### config.mk
export PLATFORM = sky130hd
export DESIGN_NAME = uart_receiver
export DESIGN_NICKNAME = d
export VERILOG_FILES = /design/src/rtl/uart_receiver.sv
export SDC_FILE = /design/constraint.sdc
export NUM_CORES = 1
export LEC_CHECK = 0
export CAP_MARGIN = 20
export CORE_MARGIN = 1
export CORE_UTILIZATION = 45
export DETAILED_ROUTE_END_ITERATION = 8
export GPL_TIMING_DRIVEN = 0
export PLACE_DENSITY_LB_ADDON = 0.2
export SLEW_MARGIN = 20
export SYNTH_ARGS = -nofsm -noshare
export SYNTH_HDL_FRONTEND = slang
export SYNTH_SLANG_ARGS = --single-unit
### constraint.sdc
create_clock -name CLK -period 3.77 [get_ports CLK]
set_input_delay 0.9425 -clock CLK [delete_from_list [all_inputs] [get_ports CLK]]
set_output_delay 0.9425 -clock CLK [all_outputs]
set_load 0.05 [all_outputs]
### src/rtl/uart_receiver.sv
// 8N1 UART receiver: synchronises RX, samples each bit at mid-period, pulses VALID / FRAME_ERR / PAR_ERR.
// Define UART_RX_PARITY_EN to expect an even-parity bit between data bit 7 and the stop bit.
module uart_receiver #(
    parameter int CLKS_PER_BIT = 400,
    parameter int SYNC_STAGES  = 2
) (
    input  logic       CLK,
    input  logic       RST,
    input  logic       RX,
    output logic [7:0] DATA,
    output logic       VALID,
    output logic       BUSY,
    output logic       FRAME_ERR,
    output logic       PAR_ERR
);

    localparam int CNT_W = $clog2(CLKS_PER_BIT);
    localparam logic [CNT_W-1:0] HALF_LAST = CNT_W'(CLKS_PER_BIT / 2 - 1);
    localparam logic [CNT_W-1:0] FULL_LAST = CNT_W'(CLKS_PER_BIT - 1);

    typedef enum logic [2:0] {
        ST_IDLE,
        ST_START,
        ST_DATA,
        ST_PARITY,
        ST_STOP,
        ST_BREAK
    } state_t;

    state_t                 state;
    logic [SYNC_STAGES-1:0] sync;
    logic                   rxs;
    logic [CNT_W-1:0]       cnt;
    logic [2:0]             idx;
    logic [7:0]             shift;
    logic                   at_full;
    logic                   at_half;

    always_ff @(posedge CLK or posedge RST) begin
        if (RST) begin
            sync <= '1;
        end else begin
            sync <= {sync[SYNC_STAGES-2:0], RX};
        end
    end

    assign rxs     = sync[SYNC_STAGES-1];
    assign at_full = (cnt == FULL_LAST);
    assign at_half = (cnt == HALF_LAST);

`ifdef UART_RX_PARITY_EN
    logic par_bad;
`else
    assign PAR_ERR = 1'b0;
`endif

    always_ff @(posedge CLK or posedge RST) begin
        if (RST) begin
            state     <= ST_IDLE;
            cnt       <= '0;
            idx       <= '0;
            shift     <= '0;
            DATA      <= 8'h00;
            VALID     <= 1'b0;
            BUSY      <= 1'b0;
            FRAME_ERR <= 1'b0;
`ifdef UART_RX_PARITY_EN
            PAR_ERR   <= 1'b0;
            par_bad   <= 1'b0;
`endif
        end else begin
            VALID     <= 1'b0;
            FRAME_ERR <= 1'b0;
`ifdef UART_RX_PARITY_EN
            PAR_ERR   <= 1'b0;
`endif
            unique case (state)
                ST_IDLE: begin
                    BUSY <= 1'b0;
                    if (!rxs) begin
                        state <= ST_START;
                        cnt   <= '0;
                        BUSY  <= 1'b1;
                    end
                end

                // A start bit that is high again at mid-period was a glitch.
                ST_START: begin
                    if (at_half) begin
                        cnt <= '0;
                        if (!rxs) begin
                            state <= ST_DATA;
                            idx   <= '0;
                        end else begin
                            state <= ST_IDLE;
                            BUSY  <= 1'b0;
                        end
                    end else begin
                        cnt <= cnt + CNT_W'(1);
                    end
                end

                ST_DATA: begin
                    if (at_full) begin
                        cnt        <= '0;
                        shift[idx] <= rxs;
                        idx        <= idx + 3'd1;
                        if (idx == 3'd7) begin
`ifdef UART_RX_PARITY_EN
                            state <= ST_PARITY;
`else
                            state <= ST_STOP;
`endif
                        end
                    end else begin
                        cnt <= cnt + CNT_W'(1);
                    end
                end

`ifdef UART_RX_PARITY_EN
                // Even parity: data bits plus parity bit must XOR to zero.
                ST_PARITY: begin
                    if (at_full) begin
                        cnt     <= '0;
                        par_bad <= rxs ^ (^shift);
                        state   <= ST_STOP;
                    end else begin
                        cnt <= cnt + CNT_W'(1);
                    end
                end
`endif

                // Leaving at mid stop bit lets the next start edge be caught without a gap.
                ST_STOP: begin
                    if (at_full) begin
                        cnt <= '0;
                        if (rxs) begin
                            state <= ST_IDLE;
                            BUSY  <= 1'b0;
`ifdef UART_RX_PARITY_EN
                            if (par_bad) begin
                                PAR_ERR <= 1'b1;
                            end else begin
                                DATA  <= shift;
                                VALID <= 1'b1;
                            end
`else
                            DATA  <= shift;
                            VALID <= 1'b1;
`endif
                        end else begin
                            FRAME_ERR <= 1'b1;
`ifdef UART_RX_PARITY_EN
                            PAR_ERR   <= par_bad;
`endif
                            state     <= ST_BREAK;
                        end
                    end else begin
                        cnt <= cnt + CNT_W'(1);
                    end
                end

                // Held-low line (break): only re-arm once the line has gone idle again.
                ST_BREAK: begin
                    if (rxs) begin
                        state <= ST_IDLE;
                        BUSY  <= 1'b0;
                    end
                end

                default: begin
                    state <= ST_IDLE;
                    BUSY  <= 1'b0;
                end
            endcase
        end
    end

endmodule

# ---- Yosys cells after proc, flatten, opt, wreduce, memory -nomap -nowiden
# Index checks and enable logic that the tools add are counted.
dict set report totals {
  reg_bits 36
  input_bits 3
  out_inout_bits 12
  wordCells 69
}
dict set report classes {
  add_sub_neg 2
  n_lt_le_gt_ge 2
  n_eq_ne 14
  mux 30
  bitwise 1
  reduce_logical 11
}
# cell count
set ops {}
lappend ops {{3-bit 2-to-1 mux} 10}
lappend ops {{9-bit 2-to-1 mux} 3}
lappend ops {{9-bit case mux with 3 select lines} 1}
lappend ops {{3-bit case mux with 5 select lines} 1}
lappend ops {{2-bit inequality test (second input constant)} 7}
lappend ops {{1-bit 2-to-1 mux} 10}
lappend ops {{9-bit by 1-bit adder with 9-bit output (second input constant)} 1}
lappend ops {{3-bit equality test (second input constant)} 3}
lappend ops {{9-bit by 8-bit equality test with 1-bit output (second input constant)} 1}
lappend ops {{9-bit equality test (second input constant)} 1}
lappend ops {{8-bit bitwise mux} 1}
lappend ops {{3-bit case mux with 2 select lines} 1}
lappend ops {{3-bit AND reduction} 2}
lappend ops {{6-bit AND reduction} 1}
lappend ops {{1-bit case mux with 5 select lines} 1}
lappend ops {{3-bit by 4-bit less-than comparator with 1-bit output (second input constant)} 1}
lappend ops {{2-bit AND reduction} 2}
lappend ops {{4-bit AND reduction} 1}
lappend ops {{3-bit by 1-bit adder with 3-bit output (second input constant)} 1}
lappend ops {{1-bit demux with 3-bit select} 1}
lappend ops {{3-bit by 1-bit equality test with 1-bit output (second input constant)} 1}
lappend ops {{3-bit by 2-bit equality test with 1-bit output (second input constant)} 1}
lappend ops {{3-bit by 1-bit >= comparator with 1-bit output (second input constant)} 1}
lappend ops {{3-bit logical NOT} 1}
lappend ops {{6 further kinds} 6}

# ---- Longest topological paths before layout
dict set report depth {
  depth_word 5
  ltp_mapped 6
  mapped_depth_nobuf 5
}

# ---- Worst setup path before layout
# OpenSTA, ideal clock, no wires.
dict set report synth_path {
  kind {flip-flop to flip-flop}
  startpoint {reg cnt[0]}
  endpoint {reg DATA[0]}
  setup_ps 125
  arrival_ps 1891
  required_ps 3645
  slack_ps 1753
  path_stages_with_launch 7
  n_path_buf 1
  synth_period_minus_slack_ps 2017
  path_cell_list {dfrtp_1 ha_1 and4bb_4 nand2_2 or4b_4 buf_6 mux2_4}
}
dict set report synth_via {
  elab_chain_len 2
}
# item line_no
set synth_lines {}
lappend synth_lines {{from (decl)} 33} ;# logic [CNT_W-1:0] cnt;
lappend synth_lines {{from (signal assigned)} 99} ;# cnt <= cnt + CNT_W'(1);
lappend synth_lines {{from (signal assigned)} 116} ;# cnt <= cnt + CNT_W'(1);
lappend synth_lines {{from (signal assigned)} 159} ;# cnt <= cnt + CNT_W'(1);
lappend synth_lines {{9-bit equality test} 48} ;# assign at_full = (cnt == FULL_LAST);
lappend synth_lines {{3-bit AND reduction (no source line)} n/a}
lappend synth_lines {{to (signal assigned)} 148} ;# DATA <= shift;
lappend synth_lines {{to (decl)} 10} ;# output logic [7:0] DATA,
# Every way passes these cells.
# A chain may end at the register's enable or synchronous reset.

# ---- Worst setup path in the final report
dict set report layout_path {
  startpoint {reg BUSY}
  endpoint {out BUSY}
}
# item line_no
set layout_rtl {}
lappend layout_rtl {{from (decl)} 12} ;# output logic BUSY,
lappend layout_rtl {{from (signal assigned)} 65} ;# BUSY <= 1'b0;
lappend layout_rtl {{from (signal assigned)} 79} ;# BUSY <= 1'b0;
lappend layout_rtl {{from (signal assigned)} 83} ;# BUSY <= 1'b1;
# No word-level cell between the ends.

==> run_results.csv <==
group,metric,value,unit
status,result_of_the_run,"complete, no violations",
grt,largest_net_degree_at_the_start_of_global_routing,37,
yosys,post_synth_num_cell_types,49,
yosys,synth.mux.area_fraction,11.71,%
yosys,synth_fa_ha_area_share,1.984,%
route,ant_nets,0,
timing,clock-skew-final,0.008111,ns
clock_network,cts_inserted_buffers,5,
worst_setup_path,cp_cell_sequence,"clkdlybuf4s50_1",
timing,final-setup-viol-count,0,
grt,via_count_of_the_first_global_routing_pass,1368,
worst_setup_path,critical_path_buf_inv_count,1,
yosys,syn_area,0.001892,mm^2
clock_network,clock_sinks,36,
worst_setup_path,critical_path.max_stage_delay,0.81,ns
worst_setup_path,cp-endpoint,"BUSY",
worst_setup_path,worst-r2r-setup-slack,1.60,ns
yosys,yosysWarningCount,0,
clock_network,cts.hold.buffers_added,0,
yosys,synth_xor_xnor_area_share,0,%
placed_design,hpwl,2.444,mm
placed_design,numPortBuffers,13,
timing,post-route-period-util,63.72,%
worst_setup_path,rr_endpoint,"DATA[6]",
worst_setup_path,worst-setup-path-type,"reg2out",
clock_network,cts.htree.levels,2,
route,routed_wire_length_per_instance,14.43,um
route,wirelength,3.536,mm
timing,maxSlewViolCount,0,
timing,timing.fmax,0.4163,GHz
power_and_ir_drop,power_density,391.7,mW/mm^2
timing,grt_setup_unrepaired,"no",
worst_setup_path,reg2reg_from,"cnt[0]",
worst_setup_path,cpMaxStageDelayCell,"sky130_fd_sc_hd__clkdlybuf4s50_1",
clock_network,postCtsSetupBuffers,0,
worst_setup_path,startpoint,"BUSY",
route,firstDrtPassIters,4,
grt,overflow,0,
yosys,synthArstFlopShare,100.0,%
clock_network,cts_tree,"done",
yosys,number_of_nets_in_the_synthesized_netlist,180,
final_layout,area_delta_synth_final,18.58,%
yosys,yosysSeqAreaShare,47.75,%
hold_path,hold_start,"sync[0]",
timing,fin_hold_ws,0.3580,ns
yosys,syn_area_per_cell,10.87,um^2
grt,wire_length_of_the_first_global_routing_pass,6.141,mm
clock_network,clkSlewWorstSetupHoldPaths,0.08,ns
timing,slew-limit-headroom,49.15,%
final_layout,diodes,0,
run,max_cap_violations,0,
timing,final.setup.tns,0,ns
floorplan,fp-row-count,23,
floorplan,start_util,46.96,%
worst_setup_path,reg2reg_depth,6,
route,detail_route.iter0.violations,53,
worst_setup_path,crit_path_max_delay_family,"buffers and inverters",
floorplan,die-height,66.84,um
grt,antenna_found_initial,0,
floorplan,fp.coreArea,0.004029,mm^2
final_layout,layout-drive-gt1-share,22.05,%
final_layout,nets,200,
power_and_ir_drop,power_leakage,1.014,nW
final_layout,fill_cells,339,
timing,tightest_slew,0.7616,ns
final_layout,final_common_cell,"sky130_fd_sc_hd__dfrtp_1",
yosys,yosys_register_bits,36,
clock_network,ctsResizeCount,0,
timing,final_hold_violations,0,
clock_network,clock_tree.buffer_depth,2,
placed_design,gpl.final_weighted_congestion,0.8241,
floorplan,die_x,66.84,um
route,remaining_drc_errors,0,
worst_setup_path,required,2.83,ns
power_and_ir_drop,worst_ir_drop_vdd,0.1636,mV
route,num_vias,1405,
worst_setup_path,critical_path.startpoint_type,"register",
floorplan,fp.dieArea,0.004468,mm^2
yosys,combinational_family_with_the_most_area_after_synthesis,"simple AND/OR/NAND/NOR gates",
worst_setup_path,crit_path_max_fanout,3,
route,route.detailed.vias_per_inst,5.735,
hold_path,hold_class,"reg2reg",
worst_setup_path,critical_path_sink_type,"output port",
clock_network,cts-root-buf,"sky130_fd_sc_hd__clkbuf_8",
yosys,syn_inst,174,
worst_setup_path,worstPathArrival,1.46,ns
yosys,synthesized_area_fraction_occupied_by_and_or_nand_nor_cells,19.58,%
floorplan,io-pin-count,15,
clock_network,clock_network_latency_to_the_later_pin_of_the_worst_skew_pair,0.28,ns
yosys,synth_enable_flop_cells,0,
final_layout,final_cell_mix,"34 x sky130_fd_sc_hd__dfrtp_1, 14 x sky130_fd_sc_hd__nand2_1, 13 x sky130_fd_sc_hd__clkdlybuf4s50_1",
yosys,postSynth.topFlopCell,"sky130_fd_sc_hd__dfrtp_1",
yosys,synth-compound-area-share,13.82,%
grt,total_global_routing_track_utilization,18.68,%
worst_setup_path,timing.critical_path.depth,1,
timing,clock_period_minus_worst_slack,2.402,ns
synth_stat cells (all sizes together), types with 3 or more instances:
library cell / n / area [um^2]
dfrtp: 34 / 850.8
clkbuf: 6 / 22.52
nor3: 4 / 20.02
buf: 6 / 45.04
inv: 7 / 26.28
nand3: 6 / 30.03
o21ai: 11 / 55.05
nand2b: 3 / 18.77
nor4: 3 / 25.02
a22o: 4 / 35.03
ha: 3 / 37.54
nand2: 15 / 58.81
nor3b: 3 / 22.52
a22oi: 3 / 22.52
mux2: 17 / 221.5
nand4: 3 / 18.77
nor2: 10 / 37.54
o211ai: 4 / 30.03
state kept, by name (all words and copies together) (netlist names):
signal,cells
sync,2
VALID,1
shift,8
BUSY,1
idx,3
cnt,9
state,3
FRAME_ERR,1
DATA,8
where the power goes:
part	leakage [nW]	total (mW)	switching [mW]	internal, mW
logic	0.460	0.0158	0.0118	0.00399
clock network	0.0784	0.474	0.143	0.331
registers	0.476	0.389	0.00109	0.388
routing by layer:
layer	global-route usage, %	vias to the layer above	routed length, um
li1	-	673	-
met5	0	-	0
met4	6.649	0	25
met2	29.80	25	1779
met1	23.47	705	1639
met3	5.993	2	92
through the flow:
step                      setup slack (ns)  power [mW]  util [%]  instance area [um^2]  instances
after CTS                            1.348      0.8916     55.68                  2243        245
after floorplan                      1.753      0.4074         -                  1892        174
after global placement               1.218      0.4124     51.74                  2085        237
final                                1.368      0.8786     55.68                  2243        245
after global routing                 1.304      0.9106     55.68                  2243        245
after detailed placement             1.619      0.4131     51.74                  2085        237
cell families (layout without fill, tap and decap cells):
kind of cell,after synthesis,count (layout)
AO/OA/AOI/OAI,36,36
multiplexers,17,17
other,1,1
flip-flops,36,36
AND/OR/NAND/NOR,62,62
adder cells (fa/ha/maj),3,3
buffers and inverters,19,40
area by class of cell:
class / count / area (um^2) / area share [%]
Multi-Input combinational cell: 119 / 894.6 / 39.88
Inverter: 7 / 26.28 / 1.171
Buffer: 12 / 67.56 / 3.012
Sequential cell: 36 / 903.4 / 40.27
Clock buffer: 5 / 68.82 / 3.067
Timing Repair Buffer: 13 / 130.1 / 5.800
Tap cell: 50 / 62.56 / 2.789
Clock inverter: 3 / 90.09 / 4.016
worst min-delay path by stage:
stage                     slack, ns      end  cells past startpoint
final                          0.36  sync[1]                      0
after global routing           0.36  sync[1]                      0
after CTS                      0.36  sync[1]                      0
after detailed placement       0.35  sync[1]                      0
after global placement         0.35  sync[1]                      0
after floorplan                0.35  sync[1]                      0
Note: power is estimated with default switching activity, not from simulation.
